**src/rtl/sort_sequencer.sv**
```systemverilog
// sort_sequencer: in-place bubble sort of the first len words of an external
// single-port synchronous RAM, with start/busy/done handshake and early exit.
module sort_sequencer #(
  parameter int DATA_WIDTH = 8,
  parameter int ADDR_WIDTH = 4
) (
  input  logic                  clk,
  input  logic                  reset,
  input  logic                  start,
  input  logic [ADDR_WIDTH:0]   len,
  input  logic                  descend,
  output logic                  busy,
  output logic                  done,
  output logic [ADDR_WIDTH-1:0] ram_addr,
  output logic                  ram_we,
  output logic [DATA_WIDTH-1:0] ram_wdata,
  input  logic [DATA_WIDTH-1:0] ram_rdata,
  output logic [15:0]           swap_count
);
  localparam int LW = ADDR_WIDTH + 1;
  localparam logic [LW-1:0] CAP = LW'(2 ** ADDR_WIDTH);
  typedef enum logic [2:0] {IDLE, RD0, RD1, CMP, WR0, WR1, DONE} state_t;
  state_t state, state_n;
  logic [LW-1:0] len_r, len_c, last;
  logic [ADDR_WIDTH-1:0] j, pass;
  logic [DATA_WIDTH-1:0] a_reg, b_reg;
  logic desc_r, swapped, swap, more, fin, adv;
  always_comb begin
    len_c = len > CAP ? CAP : len;
    last = len_r - LW'(2) - {1'b0, pass};
    more = {1'b0, j} < last;
    fin = !swapped || last == '0;
    swap = desc_r ? a_reg < ram_rdata : a_reg > ram_rdata;
    adv = (state == CMP && !swap) || state == WR1;
    state_n = state;
    unique case (state)
      IDLE: state_n = start ? (len_c < LW'(2) ? DONE : RD0) : IDLE;
      RD0:  state_n = RD1;
      RD1:  state_n = CMP;
      CMP:  state_n = swap ? WR0 : (more || !fin ? RD0 : DONE);
      WR0:  state_n = WR1;
      WR1:  state_n = more || !fin ? RD0 : DONE;
      DONE: state_n = IDLE;
      default: state_n = IDLE;
    endcase
    busy = !(state == IDLE || state == DONE);
    done = state == DONE;
    ram_we = state == WR0 || state == WR1;
    ram_addr = (state == RD0 || state == WR0) ? j :
               (state == RD1 || state == WR1) ? j + 1'b1 : '0;
    ram_wdata = state == WR0 ? b_reg : state == WR1 ? a_reg : '0;
  end
  always_ff @(posedge clk or negedge reset)
    if (!reset) state <= IDLE;
    else state <= state_n;
  always_ff @(posedge clk or negedge reset) begin
    if (!reset) begin
      len_r <= '0;
      desc_r <= 1'b0;
      j <= '0;
      pass <= '0;
      swapped <= 1'b0;
      swap_count <= '0;
      a_reg <= '0;
      b_reg <= '0;
    end else begin
      if (state == IDLE && start) begin
        len_r <= len_c;
        desc_r <= descend;
        j <= '0;
        pass <= '0;
        swapped <= 1'b0;
        swap_count <= '0;
      end
      if (state == RD1) a_reg <= ram_rdata;
      if (state == CMP && swap) begin
        b_reg <= ram_rdata;
        swapped <= 1'b1;
        swap_count <= &swap_count ? swap_count : swap_count + 16'd1;
      end
      // end of a pass that still needs another one restarts the index
      if (adv && more) j <= j + 1'b1;
      else if (adv && !fin) begin
        j <= '0;
        pass <= pass + 1'b1;
        swapped <= 1'b0;
      end
    end
  end
endmodule

```
**config.mk**
```make
export PLATFORM = sky130hd
export DESIGN_NAME = sort_sequencer
export DESIGN_NICKNAME = d
export VERILOG_FILES = /design/src/rtl/sort_sequencer.sv
export SDC_FILE = /design/constraint.sdc
export NUM_CORES = 1
export LEC_CHECK = 0
export CAP_MARGIN = 0
export CORE_MARGIN = 2
export CORE_UTILIZATION = 40
export DETAILED_ROUTE_END_ITERATION = 8
export RECOVER_POWER = 25
export SETUP_SLACK_MARGIN = 0.3
export SYNTH_ARGS = -nofsm -noshare
export SYNTH_HDL_FRONTEND = slang
export SYNTH_SLANG_ARGS = --single-unit
```
**constraint.sdc**
```tcl
create_clock -name clk -period 8.23 [get_ports clk]
set_clock_uncertainty 0.05 [all_clocks]
set_input_delay 1.646 -clock clk [delete_from_list [all_inputs] [get_ports clk]]
set_output_delay 1.646 -clock clk [all_outputs]
set_load 0.1 [all_outputs]
```
* Yosys cells after proc, flatten, opt, wreduce, memory -nomap -nowiden
Cells that the tools add are included. W data, S select, Z words.
Cells by class: add/sub/neg operators 5, equal/unequal tests 7, reduce and logical (&&, ||, !) cells 22, order comparisons 5, mux-type cells 24
Operators by type and width (number):
- $mux W16 | 3
- $mux W4 | 8
- $pmux W3 S6 | 1
- $add A16 B1 Y16 const B | 1
- $mux W8 | 2
- $reduce_and A16 Y1 | 1
- $mux W3 | 4
- $eq A3 B3 Y1 const B | 3
- $add A4 B1 Y4 const B | 2
- $gt A8 B8 Y1 | 1
- $lt A8 B8 Y1 | 1
- $logic_or A1 B1 Y1 | 7
- $eq A3 B2 Y1 const B | 2
- $gt A5 B5 Y1 const B | 1
- $logic_and A1 B1 Y1 | 5
- $logic_not A5 Y1 | 1
- $lt A4 B5 Y1 | 1
- $lt A5 B2 Y1 const B | 1
- $mux W1 | 5
- $mux W5 | 1
- $sub A5 B2 Y5 const B | 1
- $sub A5 B4 Y5 | 1
- $logic_not A1 Y1 | 4
- $eq A3 B1 Y1 const B | 1
- other kinds (5) | 5
Storage, ports and cells: logic and storage cells 72, bits of input ports 17, register bits after elaboration 50, output and inout port bits 31

* Longest topological paths before layout
depth after elaboration 9, gate-level depth with buffers 14, depth with buffers taken out 14

* Worst setup path before layout
OpenSTA, ideal clock, no wires.
path type register -> output, start point reg state[2], end point out ram_addr[0], required time 6.534 ns, path slack 3.436 ns, arrival time 3.098 ns, cell stages (with the launch flop) 5, buffers on the path 1, cells stage by stage dfrtp_1 clkbuf_1 xor2_1 a21oi_1 o21ai_0
Between the ends: longest elaborated chain between the ends 4, elaborated cells on any way between the ends 8, those cells by class 4 x eq/ne; 2 x mux; 2 x reduce/logical
Ends and longest elaborated chain:
- start, declared | line 23 | state_t state, state_n;
- start signal, assigned | line 55 | else state <= state_n;
- $eq A3 B2 Y1 / $eq A3 B3 Y1 (equally long branches) | line 50 | (state == RD1 || state == WR1) ? j + 1'b1 : '0;
- $logic_or A1 B1 Y1 | line 50
- $mux W4 | line 50
- $mux W4 (*) | line 49 | ram_addr = (state == RD0 || state == WR0) ? j :
- end, declared | line 14 | output logic [ADDR_WIDTH-1:0] ram_addr,
Every way passes the cells marked *; elsewhere a longest branch is shown, timed or not.

* Final worst setup path
start point reg state[0], end point out ram_addr[2]
Same word-level chain as after synthesis.

==> reports/results.ini <==
[run_status]
status=finished with violations
failed_checks=capacitance limit, slew limit

[routing]
wl_met2_mm=3.23
vias=2622
postRouteAntennaNets=0
drtIter0Drc=120
highest_layer=met4
drc_errors=0
met3_length_um=230
viasPerCell=5.25
route.detailed.wl_per_inst_um=14.0
drt-met1-wl_mm=3.47
drtPass1Iterations=4
wl_mm=7.00

[critical_path]
end_kind=primary output
r2r-end=pass[3]$_DFF_PN0_
slowest_delay_ns=0.95
rr_startpoint=pass[2]$_DFF_PN0_
crit_fanout=22
path_cells=clkinv_1 -> nand2_1 -> o22ai_1 -> a21o_1 -> clkdlybuf4s50_1
r2r_cells=13
slowest_stage=clkdlybuf4s50_1
path_class=flop to primary output
crit_required_ns=6.53
worstPathArrival_ns=3.53
cp-startpoint=state[0]$_DFF_PN0_
r2r_slack_ns=5.11
start_kind=flop

[yosys]
synth_compound_area_frac=0.171
synthMuxAreaShare=0.0827
synth-simple-area-share=0.201
seq_area_frac_synth=0.392
synthesis.instances=353
netlist_area_um2=3190
syn_nets=392
synthXorXnorAreaFrac=0.0165
synth_edf_count=0
synth_warnings=0
synth_top_family_by_area=simple AND/OR/NAND/NOR gates
avgSynthCellArea_um2=9.04
synth_fa_ha_area_frac=0.0862
async_flop_share=1.00
synth-main-ff-cell=dfrtp_1
ys_types=58
ys_ff_latch=50

[clock_tree]
clockBufferDepth=2
cts_made_buffers=5
clkTransAtPathRegs_ns=0.09
post-cts-setup-buffers=0
numClockSinks=50
cts_resized=0
htreeDepth=2
cts-root-buf=clkbuf_8
cts_tree=done
clk_latency_ns=0.30
cts_hold_buf=0

[floorplanning]
initial_core_util=0.413
fp.dieW_um=93.3
core_area_um2=7730
die-area_um2=8710
rows=32
num_io_pins=48
dieHeight_um=93.3

[global_routing]
grt_max_degree=51
grt_usage=0.170
grt_pass1_vias=2517
grt_pass1_wl_mm=12.0
gr-total-overflow=0
antenna_found_initial=0

[hold_path]
hp-start=pass[3]$_DFF_PN0_
min_to=pass[3]$_DFF_PN0_
whs_path_depth=1
hp-class=flop to flop

[sta]
fmax_ghz=0.191
rsz0062_at_grt=false
drv_slew=51
fin_crit_ns=5.23
setup-violations-final=0
fin_ws_ns=3.00
relSlewSlack=-0.816
hold_viol=0
fin_crit_sh=0.635
fin_hold_ws_ns=0.443
tightest_slew_ns=2.72
tns_ns=0

[cells_and_area]
diodes=0
drive_gt1_frac=0.0705
fillers=719
area_growth_pct=19.9
final_nets=435
largest_reg_flops=16

[pwr]
max-vdd-ir-drop_uv=167
power_leakage_nw=1.73
pwr_density_cell_nw_per_um2=317

[placement]
port_buffers=47
routabilityCongestion=0.800
dpl.hpwl_mm=5.10
dp_worst_setup_slack_ns=3.31

[flow_run]
maxCapViolCount=1

-- metal layers --
layer / vias up / GRT usage
met2: 50 / 0.279
met4: 0 / 0.0417
li1: 1347 / -
met5: - / 0
met3: 6 / 0.0322
met1: 1219 / 0.231
-- placed cells by master (no fill, tap or decap), drive strengths merged, types with 2 or more instances in the layout --
cell type      netlist  layout
inv                 27      27
o311ai               2       2
xor2                 3       3
o211ai               4       4
dfrtp               50      50
a21oi               16      16
clkinv               1       2
and3                 6       6
nand2               42      42
nand3               15      15
a21o                 3       3
or4                  4       4
nor3                 3       3
nor2                30      30
o31ai                5       5
mux2                11      11
xnor2                3       3
nor2b                3       3
or3                  2       2
ha                  22      22
nand4                3       3
o21a                 3       3
nor4                 4       4
mux2i               14      14
clkbuf               9       8
or2                  3       3
nand3b               4       4
a211o                3       3
o22ai                2       2
clkdlybuf4s50        0      46
o31a                 2       2
o21bai               2       2
nand2b               5       5
o21ai               27      27
a22o                 3       3
a221o                2       2
-- through the flow --
stage          instances  area, um2  total power, mW  utilization
2_1_floorplan        353       3190            0.919            -
3_3_place_gp         491       3740             1.06        0.484
3_5_place_dp         491       3740             1.07        0.484
4_1_cts              499       3830             1.22        0.496
5_1_grt              499       3830             1.31        0.495
6_report             499       3830             1.21        0.495
-- worst max-delay path: cells and delay by family, from the launching register on --
family / cells / cell delay [ns]
buffers and inverters: 2 / 1.42
DFF: 1 / 0.94
and+or+nand+nor: 1 / 0.52
AOI/OAI and AO/OA: 2 / 0.33
-- power breakdown --
part	internal, mW	total, mW	switching [mW]
sequential	0.318	0.403	0.0849
combinational	0.234	0.658	0.424
clock	0.0681	0.151	0.0829
-- kinds of logic (layout without fill, tap and decap cells) --
| group | Yosys count | in the layout |
|---|---|---|
| xor gates and xnor gates | 6 | 6 |
| DFF | 50 | 50 |
| buffers and inverters | 40 | 84 |
| adders and majority gates | 22 | 22 |
| AOI/OAI and AO/OA | 81 | 81 |
| muxes | 25 | 25 |
| and+or+nand+nor | 129 | 129 |
-- worst max path at each step --
stage,end,slack [ns]
final,ram_addr[2],3.00
after global routing,ram_addr[2],2.72
after CTS,ram_addr[2],2.97
after detailed placement,ram_addr[2],3.31
after global placement,ram_addr[2],3.36
after floorplan,ram_addr[0],3.44
-- cells in the mapped netlist (all sizes together) (2+ instances only) --
cell type	number	area [um2]
nor2	30	113
nand2	42	158
dfrtp	50	1250
or4	4	33.8
nand3	15	75.1
a21o	3	22.5
xor2	3	26.3
xnor2	3	26.3
o21a	3	22.5
a22o	3	26.3
buf	3	20.0
a221o	2	20.0
clkbuf	9	33.8
o21bai	2	15.0
inv	27	101
nand3b	4	30.0
a21oi	16	87.6
o31ai	5	37.5
nor4	4	25.0
o21ai	27	135
o22ai	2	12.5
nor3	3	20.0
o211ai	4	35.0
mux2	11	124
a211o	3	26.3
ha	22	275
or2	3	18.8
mux2i	14	140
and3	6	37.5
or3	2	12.5
nand4	3	18.8
nor2b	3	26.3
nand2b	5	31.3
o311ai	2	25.0
o31a	2	17.5
-- final cells by class --
cell class	count	area, um2	share of cell area
repair buffers	48	469	0.123
multi-input cells	263	1780	0.466
flip-flops and latches	50	1250	0.327
well taps	102	128	0.0334
clock inverters	1	5.00	0.00131
inverters	28	105	0.0275
clock buffers	7	86.3	0.0226
Note: power is estimated with default switching activity, not from simulation.
